$ cat src/rtl/moka_rv32i_trace_buffer_if.sv
// Read-side interface of the moka RV32I trace buffer.
//
// Carries the first-word-fall-through drain port.
//   master : the trace buffer. It drives rd_valid and the oldest-record fields
//            rd_pc, rd_instr, rd_wdata, rd_rd and rd_flags, and it samples rd_ready.
//   slave  : the consumer (scoreboard or debug bridge). It drives rd_ready.
interface moka_rv32i_trace_buffer_if #(
  parameter int DATA_WIDTH = 32
);
  logic                  rd_valid;
  logic                  rd_ready;
  logic [DATA_WIDTH-1:0] rd_pc;
  logic [DATA_WIDTH-1:0] rd_instr;
  logic [DATA_WIDTH-1:0] rd_wdata;
  logic [4:0]            rd_rd;
  logic [1:0]            rd_flags;

  modport master (
    output rd_valid,
    output rd_pc,
    output rd_instr,
    output rd_wdata,
    output rd_rd,
    output rd_flags,
    input  rd_ready
  );

  modport slave (
    input  rd_valid,
    input  rd_pc,
    input  rd_instr,
    input  rd_wdata,
    input  rd_rd,
    input  rd_flags,
    output rd_ready
  );
endinterface

$ cat src/rtl/moka_rv32i_trace_buffer.sv
// moka_rv32i_trace_buffer: an execution-trace capture buffer for the moka RV32I core.
//
// The buffer samples the retire signals (pc, instruction, rd, WD3, RegWrite and
// MemWrite) into a circular store of DEPTH entries. A PC trigger can start the
// capture. The buffer runs in stop-on-full mode or in wrap mode. The read port
// is first-word-fall-through.
//
// Ports:
//   clk, rst_n        core clock. Asynchronous active-low reset.
//   en                capture enable. When en is low, the FSM goes to IDLE and the contents are kept.
//   clr               synchronous flush of count, pointers and overflow. The FSM state does not change.
//   mode              0 = stop-on-full, 1 = wrap (overwrite the oldest record).
//   trig_en, trig_pc  when trig_en is set, the buffer waits in ARMED until pc == trig_pc.
//   pc, instruction, rd, WD3, RegWrite, MemWrite   the retire signals to record.
//   rd_if (master)    drain port: rd_valid/rd_ready and the oldest record's fields.
//   count             number of records held, 0..DEPTH.
//   overflow          sticky. Set when wrap mode overwrites a record.
//   state             00 IDLE, 01 ARMED, 10 CAPTURE, 11 FROZEN.
//
// Build option:
//   MOKA_TRACE_FILTER_EN  when this macro is defined, a capture cycle pushes a record only if
//                         RegWrite or MemWrite is set. The trigger still fires on a pc match.
module moka_rv32i_trace_buffer #(
  parameter int          DATA_WIDTH = 32,
  parameter int unsigned DEPTH      = 16,
  localparam int         CNT_W      = $clog2(DEPTH) + 1
) (
  input  logic                  clk,
  input  logic                  rst_n,
  input  logic                  en,
  input  logic                  clr,
  input  logic                  mode,
  input  logic                  trig_en,
  input  logic [DATA_WIDTH-1:0] trig_pc,
  input  logic [DATA_WIDTH-1:0] pc,
  input  logic [DATA_WIDTH-1:0] instruction,
  input  logic [4:0]            rd,
  input  logic [DATA_WIDTH-1:0] WD3,
  input  logic                  RegWrite,
  input  logic                  MemWrite,
  moka_rv32i_trace_buffer_if.master rd_if,
  output logic [CNT_W-1:0]      count,
  output logic                  overflow,
  output logic [1:0]            state
);

  localparam int PTR_W = $clog2(DEPTH);

  typedef enum logic [1:0] {
    S_IDLE    = 2'b00,
    S_ARMED   = 2'b01,
    S_CAPTURE = 2'b10,
    S_FROZEN  = 2'b11
  } state_t;

  state_t                state_q, state_d;
  logic [CNT_W-1:0]      count_q;
  logic [PTR_W-1:0]      wr_ptr, rd_ptr;
  logic                  overflow_q;

  logic [DATA_WIDTH-1:0] mem_pc    [DEPTH];
  logic [DATA_WIDTH-1:0] mem_instr [DEPTH];
  logic [DATA_WIDTH-1:0] mem_wdata [DEPTH];
  logic [4:0]            mem_rd    [DEPTH];
  logic [1:0]            mem_flags [DEPTH];

  logic full, almost_full, rd_valid_w;
  logic pop, push, drop, capture_cycle, strobe_ok;

`ifdef MOKA_TRACE_FILTER_EN
  assign strobe_ok = RegWrite | MemWrite;
`else
  assign strobe_ok = 1'b1;
`endif

  assign full        = (count_q == CNT_W'(DEPTH));
  assign almost_full = (count_q == CNT_W'(DEPTH - 1));
  assign rd_valid_w  = (count_q != '0);
  // clr overrides both sides of the store in the same cycle.
  assign pop         = rd_valid_w & rd_if.rd_ready & ~clr;
  // A push into a full store without a pop can only happen in wrap mode.
  // In that case the oldest record is discarded.
  assign drop        = push & full & ~pop;

  always_comb begin
    state_d       = state_q;
    capture_cycle = 1'b0;
    push          = 1'b0;

    if (!en) begin
      state_d = S_IDLE;
    end else begin
      case (state_q)
        S_IDLE:    state_d = trig_en ? S_ARMED : S_CAPTURE;
        S_ARMED: begin
          if (pc == trig_pc) begin
            state_d       = S_CAPTURE;
            capture_cycle = 1'b1;
          end
        end
        S_CAPTURE: capture_cycle = 1'b1;
        S_FROZEN:  state_d = S_FROZEN;
        default:   state_d = S_IDLE;
      endcase
    end

    // The trigger cycle follows the same full/stop rules as a normal capture cycle.
    // When clr is set, it cancels the push. It also cancels any freeze that depends on fill level.
    if (capture_cycle && !clr) begin
      if (!mode && full && !pop) begin
        state_d = S_FROZEN;
      end else begin
        push = strobe_ok;
        if (push && !mode && !pop && almost_full) begin
          state_d = S_FROZEN;
        end
      end
    end
  end

  always_ff @(posedge clk or negedge rst_n) begin
    if (!rst_n) begin
      state_q    <= S_IDLE;
      count_q    <= '0;
      wr_ptr     <= '0;
      rd_ptr     <= '0;
      overflow_q <= 1'b0;
      for (int unsigned i = 0; i < DEPTH; i++) begin
        mem_pc[i]    <= '0;
        mem_instr[i] <= '0;
        mem_wdata[i] <= '0;
        mem_rd[i]    <= '0;
        mem_flags[i] <= '0;
      end
    end else begin
      state_q <= state_d;
      if (clr) begin
        count_q    <= '0;
        wr_ptr     <= '0;
        rd_ptr     <= '0;
        overflow_q <= 1'b0;
      end else begin
        if (push) begin
          mem_pc[wr_ptr]    <= pc;
          mem_instr[wr_ptr] <= instruction;
          mem_wdata[wr_ptr] <= WD3;
          mem_rd[wr_ptr]    <= rd;
          mem_flags[wr_ptr] <= {MemWrite, RegWrite};
          wr_ptr            <= wr_ptr + PTR_W'(1);
        end
        if (pop || drop) begin
          rd_ptr <= rd_ptr + PTR_W'(1);
        end
        if (drop) begin
          overflow_q <= 1'b1;
        end
        if (push && !pop && !full) begin
          count_q <= count_q + CNT_W'(1);
        end else if (pop && !push) begin
          count_q <= count_q - CNT_W'(1);
        end
      end
    end
  end

  assign rd_if.rd_valid = rd_valid_w;
  assign rd_if.rd_pc    = mem_pc[rd_ptr];
  assign rd_if.rd_instr = mem_instr[rd_ptr];
  assign rd_if.rd_wdata = mem_wdata[rd_ptr];
  assign rd_if.rd_rd    = mem_rd[rd_ptr];
  assign rd_if.rd_flags = mem_flags[rd_ptr];

  assign count    = count_q;
  assign overflow = overflow_q;
  assign state    = state_q;

endmodule
$ cat src/flat_wrapper.sv
// flat-port wrapper written by rule: the top's interface ports become plain ports
module moka_rv32i_trace_buffer_flat 
#(
  parameter int          DATA_WIDTH = 32,
  parameter int unsigned DEPTH      = 16,
  localparam int         CNT_W      = $clog2(DEPTH) + 1
)
  (clk, rst_n, en, clr, mode, trig_en, trig_pc, pc, instruction, rd, WD3, RegWrite, MemWrite, count, overflow, state, rd_if_rd_valid, rd_if_rd_pc, rd_if_rd_instr, rd_if_rd_wdata, rd_if_rd_rd, rd_if_rd_flags, rd_if_rd_ready);
  moka_rv32i_trace_buffer_if #(.DATA_WIDTH(DATA_WIDTH)) rd_if_i ();
  input  logic clk;
  input  logic rst_n;
  input  logic en;
  input  logic clr;
  input  logic mode;
  input  logic trig_en;
  input  logic [DATA_WIDTH-1:0] trig_pc;
  input  logic [DATA_WIDTH-1:0] pc;
  input  logic [DATA_WIDTH-1:0] instruction;
  input  logic [4:0] rd;
  input  logic [DATA_WIDTH-1:0] WD3;
  input  logic RegWrite;
  input  logic MemWrite;
  output logic [CNT_W-1:0] count;
  output logic overflow;
  output logic [1:0] state;
  output wire logic [$bits(rd_if_i.rd_valid)-1:0] rd_if_rd_valid;
  output wire logic [$bits(rd_if_i.rd_pc)-1:0] rd_if_rd_pc;
  output wire logic [$bits(rd_if_i.rd_instr)-1:0] rd_if_rd_instr;
  output wire logic [$bits(rd_if_i.rd_wdata)-1:0] rd_if_rd_wdata;
  output wire logic [$bits(rd_if_i.rd_rd)-1:0] rd_if_rd_rd;
  output wire logic [$bits(rd_if_i.rd_flags)-1:0] rd_if_rd_flags;
  input wire logic [$bits(rd_if_i.rd_ready)-1:0] rd_if_rd_ready;
  assign rd_if_rd_valid = rd_if_i.rd_valid;
  assign rd_if_rd_pc = rd_if_i.rd_pc;
  assign rd_if_rd_instr = rd_if_i.rd_instr;
  assign rd_if_rd_wdata = rd_if_i.rd_wdata;
  assign rd_if_rd_rd = rd_if_i.rd_rd;
  assign rd_if_rd_flags = rd_if_i.rd_flags;
  assign rd_if_i.rd_ready = rd_if_rd_ready;
  moka_rv32i_trace_buffer #(.DATA_WIDTH(DATA_WIDTH), .DEPTH(DEPTH)) u_core (.clk(clk), .rst_n(rst_n), .en(en), .clr(clr), .mode(mode), .trig_en(trig_en), .trig_pc(trig_pc), .pc(pc), .instruction(instruction), .rd(rd), .WD3(WD3), .RegWrite(RegWrite), .MemWrite(MemWrite), .rd_if(rd_if_i), .count(count), .overflow(overflow), .state(state));
endmodule
$ cat config.mk
export PLATFORM = sky130hd
export DESIGN_NAME = moka_rv32i_trace_buffer_flat
export DESIGN_NICKNAME = d
export VERILOG_FILES = /design/src/rtl/moka_rv32i_trace_buffer_if.sv /design/src/rtl/moka_rv32i_trace_buffer.sv /design/src/flat_wrapper.sv
export SDC_FILE = /design/constraint.sdc
export NUM_CORES = 2
export LEC_CHECK = 0
export CORE_MARGIN = 2
export CORE_UTILIZATION = 65
export DETAILED_ROUTE_END_ITERATION = 8
export DONT_BUFFER_PORTS = 1
export GPL_TIMING_DRIVEN = 0
export PLACE_DENSITY = 0.81
export SLEW_MARGIN = 20
export SYNTH_ARGS = -nofsm -noshare
export SYNTH_HDL_FRONTEND = slang
export SYNTH_SLANG_ARGS = --single-unit
$ cat constraint.sdc
create_clock -name clk -period 6.4 [get_ports clk]
set_input_delay 0.64 -clock clk [delete_from_list [all_inputs] [get_ports clk]]
set_output_delay 0.64 -clock clk [all_outputs]
set_load 0.1 [all_outputs]
==> results by group <==
Final layout
  – End-of-flow core utilization: 73.0%
  – Final net count: 5655
  – Share of layout cells above drive strength 1: 25.3%
  – Area Overhead vs Synth: 11.7%
  – FILL cells: 7441
  – Design area: 85800 µm²
  – Area of the multi-input gates: 32500 µm²
  – Register area: 41600 µm²

Worst setup path
  – Peak per-stage delay on the critical path: 880 ps
  – WP data required: 5760 ps
  – CP arrival: 5620 ps
  – Crit Path Max Fanout: 10
  – Crit path cell chain: clkbuf_1, buf_2, buf_2, buf_1, mux2i_1, a221oi_1, o21ai_0, nand2_1
  – Crit start category: register
  – CP max stage cell: nand2_1
  – Critical Path Most Common Cell: buf_2
  – CP Capture Type: output pin
  – WS Path Type: reg2out

Placed design
  – PortBufs: 0
  – DP Area: 79000 µm²
  – Routability congestion estimate: 0.847
  – Place WS: 878 ps
  – Hpwl dp: 140000 µm

Yosys
  – Top FF cell, synth: dfrtp_1
  – Post-Synth XOR/XNOR Area: 0.388%
  – Synth Warn #: 0
  – Yosys cell types: 49
  – Mapped Nets: 5365
  – Post-synth top area cell: dfrtp_1
  – FF+latch count, synth: 1664
  – Commonest cells post-synth: dfrtp_1 (1664), mux2_1 (1050), mux2_2 (706), mux2i_1 (315), clkbuf_1 (228)
  – Syn Area/Cell: 14.7 µm²
  – Register area share after synthesis: 54.2%
  – Largest family of logic cells by synthesized area: multiplexers
  – Top cell type's share of synthesized area: 54.2%
  – Mapped Area: 76800 µm²
  – Compound-Gate Fraction of Synth Area: 4.47%
  – Asr flop ratio synth: 100%
  – Count leader, synth: dfrtp_1
  – Post-synth EDFFs: 0
  – Syn Inst Count: 5208
  – Synth Area in Simple Gates: 1.32%
  – Adder-cell share of the synthesized area: 0.254%
  – Multiplexer area fraction after synthesis: 35.9%
  – Top cells by area, synth: dfrtp_1 (54%), mux2_1 (15%), mux2_2 (10%)

Power and ir drop
  – Pwr/cell area: 320 nW/µm²
  – LEAKAGE: 42.3 nW
  – Worst vdd ir: 0.000319 V
  – Design Power: 27.5 mW

Clock tree
  – CTS tree: built
  – Clock sink total: 1664
  – Clock Tree Buf Depth: 3
  – TritonCTS Buffers: 171
  – Clock slew at reported path FFs: 60 ps
  – Root buf cell: clkbuf_16
  – Clock latency at the later pin of the worst-skew pair: 810 ps
  – PostCTS Resize Cnt: 0
  – CTS H-tree depth: 4
  – Postcts setup bufs: 0

STA
  – Final worst path period share: 97.9%
  – Slew @ Worst Pin: 1270 ps
  – Clk_skew: 28.8 ps
  – Pins over their slew limit: 0
  – Fin Setup TNS: 0 ps
  – RSZ-0062 raised after global routing: no
  – Fmax: 160 MHz
  – Final worst slack: 136 ps
  – Final Hold Vio Count: 0
  – Rel. slew slack: 15.2%
  – Post-layout min period: 6260 ps
  – Final setup violation count: 0

GRT
  – Gr ovfl total: 0
  – Largest net degree at the start of global routing: 233
  – First-pass GRT wire length: 322000 µm
  – Initial antenna violation count: 10
  – Vias in the first global route: 49938
  – All-Layer GR Usage: 36.2%

Die
  – Placeable Area: 118000 µm²
  – IO Pins: 254
  – Die width: 348 µm
  – Die area: 121000 µm²
  – Initial Util: 65.3%
  – DIE HEIGHT: 348 µm
  – FP Rows: 126

Route
  – DRC: 0
  – Remaining antenna violation count: 0
  – Initial drt markers: 4884
  – Wirelength, routed: 217000 µm
  – Average wire per standard cell: 30.2 µm
  – Via density: 6.66
  – DR vias: 47836
  – First-pass detailed-route iteration total: 6

Status
  – Status: finished clean

Job
  – Max cap viols: 0

Min path
  – Hold crit path type: in2reg
==> cells by family after synthesis <==
family	count (synthesis)
flops	1664
xor+xnor	34
mux	2277
buf+inv	465
compound gates	545
simple gates	208
fa+ha+maj	15
==> routing by layer <==
metal  vias to the layer above  wire length (µm)  global-route usage (%)
met5                         -                 0                       0
met4                         0             11400                    17.2
met3                       505             17400                    8.80
met2                      1870            100000                    55.7
met1                     25610             88100                    49.1
li1                      19851                 -                       -
==> path summary, 6_finish.rpt <==
path / start / endpoint / slack (ps) / depth (start not counted)
hold / removal: en / u_core.state[0]$_DFF_PN0_ / 30 / 2
setup / recovery: u_core.rd_ptr[0]$_DFFE_PN0P_ / rd_if_rd_instr[23] / 140 / 8
hold reg to reg: u_core.mem_instr[422]$_DFFE_PN0P_ / u_core.mem_instr[422]$_DFFE_PN0P_ / 480 / 1
setup reg to reg: u_core.state[0]$_DFF_PN0_ / u_core.mem_wdata[480]$_DFFE_PN0P_ / 1950 / 9
min in group asynchronous: rst_n / u_core.mem_pc[501]$_DFFE_PN0P_ / 480 / 2
max in group asynchronous: rst_n / u_core.mem_wdata[308]$_DFFE_PN0P_ / 3020 / 6
==> worst max-delay path: cells and delay by family (launching register included) <==
kind | cells | cell delay, ps
AOI/OAI and AO/OA | 2 | 490
buffers and inverters | 4 | 2830
DFF | 1 | 350
muxes | 1 | 220
and+or+nand+nor | 1 | 880
==> cell usage in the layout (no fill, tap or decap), types with 13 or more instances in the layout <==
| cell type | netlist | layout |
|---|---|---|
| buf_1 | 42 | 26 |
| mux2i_1 | 315 | 315 |
| nor2_1 | 13 | 13 |
| mux2_2 | 706 | 706 |
| mux4_2 | 206 | 206 |
| clkbuf_16 | 0 | 176 |
| nand2_1 | 134 | 133 |
| dlygate4sd3_1 | 0 | 105 |
| o21ai_0 | 211 | 211 |
| buf_4 | 36 | 36 |
| nor3_2 | 15 | 15 |
| clkbuf_1 | 228 | 258 |
| buf_2 | 60 | 69 |
| xnor2_1 | 33 | 32 |
| ha_1 | 14 | 14 |
| mux2_1 | 1050 | 1050 |
| a21oi_1 | 111 | 111 |
| a22oi_1 | 103 | 103 |
| clkbuf_8 | 0 | 42 |
| clkinv_2 | 0 | 26 |
| a221oi_1 | 103 | 103 |
| dfrtp_1 | 1664 | 1664 |
| buf_6 | 91 | 91 |
| clkbuf_2 | 0 | 21 |
==> state kept, by name, indices dropped and copies added (netlist names) <==
register          flops
u_core.mem_instr    512
u_core.mem_pc       512
u_core.mem_wdata    512
u_core.mem_rd        80
u_core.mem_flags     32
u_core.count          5
u_core.rd_ptr         4
u_core.wr_ptr         4
u_core.state          2
u_core.overflow       1
==> where the power goes <==
part           internal, mW  switching (mW)  leakage [nW]
Sequential             10.8           0.325          23.2
Clock                  5.82            4.22          2.77
Combinational          1.58            4.71          16.3
Total                  18.2            9.25          42.3
==> final cells by class <==
cell class	instances	share of cell area [%]
antenna	12	0.0350
buffer	456	3.08
clock buffer	263	6.00
clock inverter	47	0.551
inverter	8	0.0350
multi-input combinational	3079	37.9
sequential	1664	48.5
tap	1536	2.24
timing repair buffer	118	1.63
==> what timing repair did <==
action | in CTS | in global routing
endpoints found under the setup margin | 0 | 6
hold endpoints to repair | 761 | 0
hold buffers | 105 | 0
==> metrics by stage <==
stage,instances,hold slack [ps]
after floorplan,5208,344
after global placement,6744,432
after detailed placement,6754,469
after CTS,7169,5.21
after global routing,7179,52.2
final,7183,28.4
Note: power is estimated with default switching activity, not from simulation.
